### config.mk
export PLATFORM = sky130hd
export DESIGN_NAME = alu_seq_flat
export DESIGN_NICKNAME = d
export VERILOG_FILES = /design/src/rtl/alu_seq_if.sv /design/src/rtl/alu_seq.sv /design/src/flat_wrapper.sv
export SDC_FILE = /design/constraint.sdc
export NUM_CORES = 1
export LEC_CHECK = 0
export BUFFER_PORTS_ARGS = -buffer_cell sky130_fd_sc_hd__buf_4
export CAP_MARGIN = 20
export CORE_MARGIN = 1
export CORE_UTILIZATION = 40
export CTS_BUF_LIST = sky130_fd_sc_hd__clkbuf_8
export DETAILED_ROUTE_END_ITERATION = 16
export HOLD_SLACK_MARGIN = 0.02
export PLACE_DENSITY = 0.56
export SYNTH_ARGS = -nofsm -noshare
export SYNTH_HDL_FRONTEND = slang
export SYNTH_SLANG_ARGS = --single-unit
### constraint.sdc
create_clock -name clk -period 2 [get_ports clk]
set_input_delay 0.2 -clock clk [delete_from_list [all_inputs] [get_ports clk]]
set_output_delay 0.2 -clock clk [all_outputs]
set_load 0.01 [all_outputs]
### src/rtl/alu_seq_if.sv
// Handshake bus between the operand issuer (master) and alu_seq (slave).
// Both directions use valid/ready; result flags travel alongside o.
interface alu_seq_if #(
  parameter int unsigned W = 4
);
  logic         in_valid;
  logic         in_ready;
  logic [3:0]   opr;
  logic [W-1:0] a;
  logic [W-1:0] b;
  logic         out_valid;
  logic         out_ready;
  logic [W-1:0] o;
  logic         zero;
  logic         carry;
  logic         ovf;
  logic         neg;

  modport master (
    output in_valid, opr, a, b, out_ready,
    input  in_ready, out_valid, o, zero, carry, ovf, neg
  );

  modport slave (
    input  in_valid, opr, a, b, out_ready,
    output in_ready, out_valid, o, zero, carry, ovf, neg
  );
endinterface

### src/rtl/alu_seq.sv
// Registered W-bit ALU with valid/ready handshakes, status flags and an
// iterative shift-add multiplier on opcode 10.
module alu_seq #(
  parameter int unsigned W = 4
) (
  input  logic      clk,
  input  logic      rst_n,
  alu_seq_if.slave  bus
);

  localparam int unsigned CW      = (W > 2) ? $clog2(W) : 1;
  localparam logic [3:0]  OP_MUL  = 4'd10;
  localparam logic [W-1:0] MAX_POS = {1'b0, {(W-1){1'b1}}};
  localparam logic [W-1:0] MIN_NEG = {1'b1, {(W-1){1'b0}}};

  typedef enum logic [1:0] {S_IDLE, S_BUSY, S_DONE} state_t;

  state_t          state_q, state_d;
  logic [W-1:0]    o_q, o_d;
  logic            zero_q, zero_d, carry_q, carry_d, ovf_q, ovf_d, neg_q, neg_d;
  logic [2*W-1:0]  mcand_q, mcand_d, prod_q, prod_d;
  logic [W-1:0]    mplier_q, mplier_d;
  logic [CW-1:0]   cnt_q, cnt_d;

  logic            accept;
  logic [W:0]      sum, diff;
  logic [W-1:0]    alu_o;
  logic            alu_c, alu_v;
  logic [2*W-1:0]  prod_acc;

  assign bus.in_ready  = (state_q == S_IDLE) || ((state_q == S_DONE) && bus.out_ready);
  assign bus.out_valid = (state_q == S_DONE);
  assign bus.o         = o_q;
  assign bus.zero      = zero_q;
  assign bus.carry     = carry_q;
  assign bus.ovf       = ovf_q;
  assign bus.neg       = neg_q;

  assign accept   = bus.in_valid && bus.in_ready;
  assign prod_acc = prod_q + (mplier_q[0] ? mcand_q : '0);

  // Single-cycle datapath: result plus carry/overflow for every non-MUL opcode
  always_comb begin
    sum   = {1'b0, bus.a} + {1'b0, bus.b};
    diff  = {1'b0, bus.a} - {1'b0, bus.b};
    alu_o = '0;
    alu_c = 1'b0;
    alu_v = 1'b0;
    case (bus.opr)
      4'd0: begin
        alu_o = sum[W-1:0];
        alu_c = sum[W];
        alu_v = (bus.a[W-1] == bus.b[W-1]) && (sum[W-1] != bus.a[W-1]);
      end
      4'd1: begin
        alu_o = diff[W-1:0];
        alu_c = diff[W];
        alu_v = (bus.a[W-1] != bus.b[W-1]) && (diff[W-1] != bus.a[W-1]);
      end
      4'd2:  alu_o = bus.a & bus.b;
      4'd3:  alu_o = bus.a | bus.b;
      4'd4:  alu_o = bus.a ^ bus.b;
      4'd5:  alu_o = ~bus.a;
      4'd6: begin
        alu_o = {bus.a[W-2:0], 1'b0};
        alu_c = bus.a[W-1];
      end
      4'd7: begin
        alu_o = {1'b0, bus.a[W-1:1]};
        alu_c = bus.a[0];
      end
      4'd8: begin
        alu_o = bus.a + W'(1);
        alu_c = &bus.a;
        alu_v = (bus.a == MAX_POS);
      end
      4'd9: begin
        alu_o = bus.a - W'(1);
        alu_c = (bus.a == '0);
        alu_v = (bus.a == MIN_NEG);
      end
      4'd11: alu_o = {bus.a[W-2:0], bus.a[W-1]};
      4'd12: alu_o = ~(bus.a & bus.b);
      4'd13: alu_o = ~(bus.a | bus.b);
      4'd14: alu_o = W'(bus.a == bus.b);
      4'd15: alu_o = W'(bus.a < bus.b);
      default: alu_o = '0;
    endcase
  end

  // Next-state: accept/issue, MUL iteration and result registration
  always_comb begin
    state_d  = state_q;
    o_d      = o_q;
    zero_d   = zero_q;
    carry_d  = carry_q;
    ovf_d    = ovf_q;
    neg_d    = neg_q;
    mcand_d  = mcand_q;
    mplier_d = mplier_q;
    prod_d   = prod_q;
    cnt_d    = cnt_q;
    case (state_q)
      S_IDLE, S_DONE: begin
        if (accept) begin
          if (bus.opr == OP_MUL) begin
            state_d  = S_BUSY;
            mcand_d  = {{W{1'b0}}, bus.a};
            mplier_d = bus.b;
            prod_d   = '0;
            cnt_d    = '0;
          end else begin
            state_d = S_DONE;
            o_d     = alu_o;
            carry_d = alu_c;
            ovf_d   = alu_v;
            zero_d  = (alu_o == '0);
            neg_d   = alu_o[W-1];
          end
        end else if ((state_q == S_DONE) && bus.out_ready) begin
          state_d = S_IDLE;
        end
      end
      S_BUSY: begin
        prod_d   = prod_acc;
        mcand_d  = mcand_q << 1;
        mplier_d = mplier_q >> 1;
        cnt_d    = cnt_q + CW'(1);
        if (cnt_q == CW'(W-1)) begin
          state_d = S_DONE;
          o_d     = prod_acc[W-1:0];
          carry_d = |prod_acc[2*W-1:W];
          ovf_d   = 1'b0;
          zero_d  = (prod_acc[W-1:0] == '0);
          neg_d   = prod_acc[W-1];
        end
      end
      default: state_d = S_IDLE;
    endcase
  end

  always_ff @(posedge clk or negedge rst_n) begin
    if (!rst_n) begin
      state_q  <= S_IDLE;
      o_q      <= '0;
      zero_q   <= 1'b0;
      carry_q  <= 1'b0;
      ovf_q    <= 1'b0;
      neg_q    <= 1'b0;
      mcand_q  <= '0;
      mplier_q <= '0;
      prod_q   <= '0;
      cnt_q    <= '0;
    end else begin
      state_q  <= state_d;
      o_q      <= o_d;
      zero_q   <= zero_d;
      carry_q  <= carry_d;
      ovf_q    <= ovf_d;
      neg_q    <= neg_d;
      mcand_q  <= mcand_d;
      mplier_q <= mplier_d;
      prod_q   <= prod_d;
      cnt_q    <= cnt_d;
    end
  end

endmodule

### src/flat_wrapper.sv
// flat-port wrapper written by rule: the top's interface ports become plain ports
module alu_seq_flat 
#(
  parameter int unsigned W = 4
)
  (clk, rst_n, bus_in_valid, bus_opr, bus_a, bus_b, bus_out_ready, bus_in_ready, bus_out_valid, bus_o, bus_zero, bus_carry, bus_ovf, bus_neg);
  alu_seq_if #(.W(W)) bus_i ();
  input  logic clk;
  input  logic rst_n;
  input wire logic [$bits(bus_i.in_valid)-1:0] bus_in_valid;
  input wire logic [$bits(bus_i.opr)-1:0] bus_opr;
  input wire logic [$bits(bus_i.a)-1:0] bus_a;
  input wire logic [$bits(bus_i.b)-1:0] bus_b;
  input wire logic [$bits(bus_i.out_ready)-1:0] bus_out_ready;
  output wire logic [$bits(bus_i.in_ready)-1:0] bus_in_ready;
  output wire logic [$bits(bus_i.out_valid)-1:0] bus_out_valid;
  output wire logic [$bits(bus_i.o)-1:0] bus_o;
  output wire logic [$bits(bus_i.zero)-1:0] bus_zero;
  output wire logic [$bits(bus_i.carry)-1:0] bus_carry;
  output wire logic [$bits(bus_i.ovf)-1:0] bus_ovf;
  output wire logic [$bits(bus_i.neg)-1:0] bus_neg;
  assign bus_i.in_valid = bus_in_valid;
  assign bus_i.opr = bus_opr;
  assign bus_i.a = bus_a;
  assign bus_i.b = bus_b;
  assign bus_i.out_ready = bus_out_ready;
  assign bus_in_ready = bus_i.in_ready;
  assign bus_out_valid = bus_i.out_valid;
  assign bus_o = bus_i.o;
  assign bus_zero = bus_i.zero;
  assign bus_carry = bus_i.carry;
  assign bus_ovf = bus_i.ovf;
  assign bus_neg = bus_i.neg;
  alu_seq #(.W(W)) u_core (.clk(clk), .rst_n(rst_n), .bus(bus_i));
endmodule
* After elaboration in Yosys (flattened, before gate mapping)
Cells that the tools add are included.
W data, S select, Z words.
** Cells by class
- Bitwise gates (word level) :: 6
- $lt $le $gt $ge :: 1
- Reductions and logical operators :: 17
- Equality and inequality tests :: 30
- Add/subtract/negate cells :: 6
- Multiplexer cells :: 41
** Operators with widths (count)
- $pmux W4 S15 :: 1
- $mux W8 :: 5
- $eq A4 B4 Y1 const B :: 9
- $pmux W8 S2 :: 2
- $eq A4 B3 Y1 const B :: 5
- $mux W4 :: 5
- $logic_not A4 Y1 :: 4
- $pmux W4 S2 :: 2
- $mux W1 :: 12
- $mux W2 :: 6
- $not A4 Y4 :: 3
- $add A8 B8 Y8 :: 1
- $eq A4 B2 Y1 const B :: 2
- $pmux W1 S2 :: 4
- $pmux W2 S2 :: 2
- $reduce_and A4 Y1 :: 2
- $ne A2 B1 Y1 const B :: 3
- $pmux W1 S6 :: 1
- $add A4 B4 Y5 :: 1
- $sub A4 B4 Y5 :: 1
- $add A4 B1 Y4 const B :: 1
- $and A4 B4 Y4 :: 1
- $eq A2 B2 Y1 const B :: 2
- $eq A4 B1 Y1 const B :: 1
- 20 further kinds :: 25
** Storage, ports and cells
- Logic and storage cells :: 111
- Bits of input ports :: 16
- Register bits :: 32

* Depth between registers and ports, before layout
- Depth in word-level cells :: 7
- Mapped depth :: 11
- Depth with buffers taken out :: 10

* Worst setup path before layout
No wires, ideal clock.
- Path kind :: input port to flip-flop
- From :: input bus_a[2]
- To :: register u_core.neg_q (netlist: u_core.bus.neg)
- Arrival :: 2116 ps
- Cell stages on the path :: 10
- Buffers on the path :: 2
- Setup time :: 123 ps
- Slack :: -239 ps
- Data required time :: 1877 ps
- Cell sequence :: clkbuf_1 > inv_1 > ha_1 > clkbuf_1 > inv_1 > a21oi_1 > o211ai_1 > o31a_1 > a2111o_1 > o221a_1
** Between the ends
- Cells in the longest elaborated chain, start to end :: 5
- Elaborated cells between the ends (all ways) :: 8
- Classes of those cells :: add/sub: 4; mux: 4
** RTL lines
- start, declared :: RTL line flat_wrapper.sv:12 : input wire logic [$bits(bus_i.a)-1:0] bus_a;
- $sub A4 B1 Y4 (tied with other cells) :: RTL line alu_seq.sv:78 : alu_o = bus.a - W'(1);
- $pmux W4 S15 * :: RTL line alu_seq.sv:49 : case (bus.opr)
- $mux W1 * :: RTL line alu_seq.sv:106 : if (bus.opr == OP_MUL) begin
- $mux W1 * :: RTL line alu_seq.sv:105 : if (accept) begin
- $pmux W1 S2 * :: RTL line alu_seq.sv:103 : case (state_q)
- end signal, assigned :: RTL line alu_seq.sv:160 : neg_q <= neg_d;
- end, declared :: RTL line alu_seq.sv:20 : logic zero_q, zero_d, carry_q, carry_d, ovf_q, ovf_d, neg_q, neg_d;
Mark *: on every way between the ends. The rest lies on a longest branch, timed or not. The select of a mux whose other input is x is not followed.
A chain may end at the register's enable or synchronous reset.

* Worst setup path after layout
- From :: register u_core.mplier_q[0]
- To :: register u_core.prod_q[6]
** Between the ends
- Cells in the longest elaborated chain, start to end :: 3
** RTL lines
- start, declared :: RTL line alu_seq.sv:22 : logic [W-1:0] mplier_q, mplier_d;
- start signal, assigned :: RTL line alu_seq.sv:162 : mplier_q <= mplier_d;
- $mux W8 :: RTL line alu_seq.sv:40 : assign prod_acc = prod_q + (mplier_q[0] ? mcand_q : '0);
- $add A8 B8 Y8 :: RTL line alu_seq.sv:40
- $pmux W8 S2 :: RTL line alu_seq.sv:103
- end signal, assigned :: RTL line alu_seq.sv:163 : prod_q <= prod_d;
- end, declared :: RTL line alu_seq.sv:21 : logic [2*W-1:0] mcand_q, mcand_d, prod_q, prod_d;
Every way passes these cells.

==> summary.txt <==
Setup path
  • Worst path bufs/invs: 1
  • Crit path kind: flop to flop
  • Critical path cell sequence: and2_1, ha_2, fa_2, a211oi_2, o21bai_1, a21oi_1, mux2i_1, buf_4, a21o_1
  • Max incr delay on CP: 0.37 ns
  • Crit Path Max Fanout: 3
  • R2R depth: 9
  • Worst reg-to-reg setup slack: -0.12 ns
  • CP max stage cell: dfrtp_1
  • CP Data Arrival Time: 2.34 ns
  • R2r endpoint: u_core.prod_q[6]$_DFFE_PN0P_
  • FF-to-FF Start: u_core.mplier_q[0]$_DFFE_PN0P_
  • CP delay by family, top: adder cells
  • CP Capture Type: flop
  • Crit path launch type: flop
  • CP required: 2.23 ns

CTS
  • Clock buffer count from CTS: 5
  • # clock sinks: 31
  • CTS clock-pin slew for the worst setup and hold paths: 0.06 ns
  • CTS Buffer Depth: 2
  • H-Tree Depth: 2
  • CTS Root Cell: clkbuf_8
  • Worst skew pair latency: 0.28 ns
  • CTS tree: done

Global routing
  • Initial antenna violation count: 0
  • Met2 Usage GRT: 0.341
  • Met1 Use GR: 0.334
  • Total GRT Usage: 0.226
  • Grt total ovfl: 0
  • Largest net degree at the start of global routing: 33
  • First-pass GRT wire length: 12.7 mm
  • Busiest layer in global routing: met2
  • GR met3 Demand/Resource: 0.0413
  • Vias in the first global route: 2581

Finish
  • Fraction of layout cells with a size suffix above 1: 0.316
  • Nets: 452
  • Area grow syn2layout: 34.8%
  • Antenna diodes: 0
  • Final Util: 0.567

Power and ir drop
  • Int Pwr: 1.84 mW
  • P per Cell Area: 798 mW/mm2
  • Sw Ratio: 0.369
  • Peak VDD IR: 0.383 mV
  • Pleak: 1.77 nW
  • Flop pwr share: 0.345
  • P_sw: 1.08 mW
  • Clock share of power: 0.168
  • Combinational group share of total power: 0.487

STA
  • Layout Skew: 0.00653 ns
  • Worst slew margin: 0.734
  • RSZ-0062 raised after global routing: yes
  • Fin Hold WS: 0.214 ns
  • Worst-Margin Slew: 0.389 ns
  • Slew Viols, Final: 0
  • Fmax: 472 MHz
  • Post-layout minimum cycle time: 2.12 ns
  • Final Hold Fails: 0
  • Post-route worst setup slack: -0.116 ns
  • Final period utilization: 1.06
  • Setup violators final: 5

Synthesis
  • Synth Net Count: 371
  • Leading area contributor after synthesis: dfrtp_1
  • Number of synthesized flops with an enable pin: 0
  • Register area share after synthesis: 0.285
  • Top post-synthesis cells by area: dfrtp_1 29%, ha_1 9.7%, nand2_1 5.1%
  • FFs w/ async S/R, synth: 1.00
  • Cell area after synthesis: 0.00272 mm2
  • Synth cell count leaders: 37 x nand2_1, 31 x dfrtp_1, 23 x o21ai_0
  • Mean area per synthesized cell: 8.21 um2
  • Syn. warnings: 0
  • Seq cells post-synth: 31
  • Mapped Cells: 331
  • Synth unique cells: 64
  • Post-synth top area share: 0.285
  • Ys flop type: dfrtp_1
  • Top-count cell post-synth: nand2_1

Routing
  • Routed Antenna Nets: 0
  • Initial DRC Count: 194
  • Vias: 2691
  • Vias per cell: 5.50
  • 1st-pass router iterations: 10
  • Residual DRC: 2
  • Routed wire length per instance: 15.6 um
  • Final wirelength: 7.63 mm

Die
  • Cell Rows: 29
  • Die Y: 84.4 um
  • Core box area: 0.00646 mm2
  • Die width: 84.4 um
  • Initial Util: 0.421
  • Die ar.: 0.00713 mm2
  • Ports: 26

Worst hold path
  • Worst hold stages: 3
  • HP Class: input pin to flop
  • WHS Endpoint: u_core.bus.ovf$_DFFE_PN0P_
  • Hold path start: bus_in_valid

Placed design
  • DP HPWL: 5.88 mm
  • RePlAce Congestion: 0.856
  • Port Buffers: 25

Run status
  • Failing checks: DRC, setup timing
  • Status: complete, but fails checks

Run
  • Max_cap viols: 0
power groups by stage:
| stage | clock network [mW] | logic, mW | registers (mW) |
|---|---|---|---|
| floorplan | 0 | 0.798 | 0.987 |
| global placement | 0 | 1.27 | 1.00 |
| detailed placement | 0 | 1.31 | 1.01 |
| CTS | 0.501 | 1.34 | 0.998 |
| global route | 0.535 | 1.57 | 1.04 |
| finish | 0.492 | 1.42 | 1.01 |
state kept, by name, summed over array words and instances (netlist names):
signal	count
u_core.cnt_q	2
u_core.bus.o	3
u_core.mplier_q	4
u_core.prod_q	8
u_core.mcand_q	8
u_core.bus.ovf	1
u_core.bus.neg	1
u_core.bus.carry	1
u_core.state_q	2
u_core.bus.zero	1
layer usage:
metal,vias to the layer above,share of wire,wire (um)
met4,0,0.0098,75
met2,78,0.44,3320
met3,9,0.065,496
li1,1364,-,-
met1,1240,0.49,3740
met5,-,0,0
stage by stage:
stage | setup slack [ns] | cells | power, mW | instance area, um2 | TNS (ns)
6_report | -0.116 | 489 | 2.92 | 3660 | -0.455
5_1_grt | -0.261 | 489 | 3.15 | 3660 | -1.11
2_1_floorplan | -0.0630 | 331 | 1.79 | 2760 | -0.102
3_3_place_gp | -0.184 | 476 | 2.27 | 3460 | -0.838
3_5_place_dp | -0.253 | 476 | 2.31 | 3460 | -1.05
4_1_cts | -0.170 | 487 | 2.84 | 3590 | -0.336
worst min-delay path: stages:
cell,delay (ns)
buf_4,0.12
nand2_1,0.06
o31ai_1,0.07
worst max path at each step:
stage,startpoint,to,slack [ns],cells past startpoint
2_1_floorplan,u_core.mplier_q[0]$_DFFE_PN0P_,u_core.bus.carry$_DFFE_PN0P_,-0.06,9
3_3_place_gp,bus_b[0],u_core.bus.zero$_DFFE_PN0P_,-0.18,8
3_5_place_dp,bus_b[0],u_core.bus.zero$_DFFE_PN0P_,-0.25,8
4_1_cts,u_core.mplier_q[0]$_DFFE_PN0P_,u_core.prod_q[6]$_DFFE_PN0P_,-0.17,9
5_1_grt,u_core.mplier_q[0]$_DFFE_PN0P_,u_core.bus.carry$_DFFE_PN0P_,-0.26,9
6_report,u_core.mplier_q[0]$_DFFE_PN0P_,u_core.prod_q[6]$_DFFE_PN0P_,-0.12,9
cell families after synthesis:
family | Yosys count | synth area share
simple gates | 120 | 0.230
compound gates | 98 | 0.242
buf+inv | 42 | 0.0644
flops | 31 | 0.285
fa+ha+maj | 24 | 0.119
xor+xnor | 10 | 0.0322
mux | 6 | 0.0272
repair_timing:
item | CTS | global route
hold buffers | 1 | 0
gates cloned | 0 | 0
setup buffers | 3 | 2
pin swaps | 6 | 13
endpoints found under the hold margin | 31 | 0
setup endpoints to repair | 5 | 9
resized for setup | 2 | 10
cell type report:
| class | instances | area, um2 |
|---|---|---|
| clock inverter | 1 | 5.00 |
| timing repair buffer | 99 | 791 |
| multi-input combinational | 258 | 1850 |
| clock buffer | 6 | 82.6 |
| inverter | 17 | 63.8 |
| tap | 77 | 96.3 |
| sequential | 31 | 776 |
| fill | 593 | 2790 |
cell usage in the layout, fill, tap and decap left out, drive strengths merged, types with 4 or more instances in the layout:
cell    instances
o21ai          23
a21oi          19
a211oi          4
nand2          38
nand4           4
ha             21
buf            98
mux2i           4
a21o            8
dfrtp          31
nor2b           5
clkbuf          6
and2            7
nor2           21
a31oi           8
xnor2           7
nand2b          6
or4             4
nand3          16
inv            16
(Power assumes the default switching activity.)
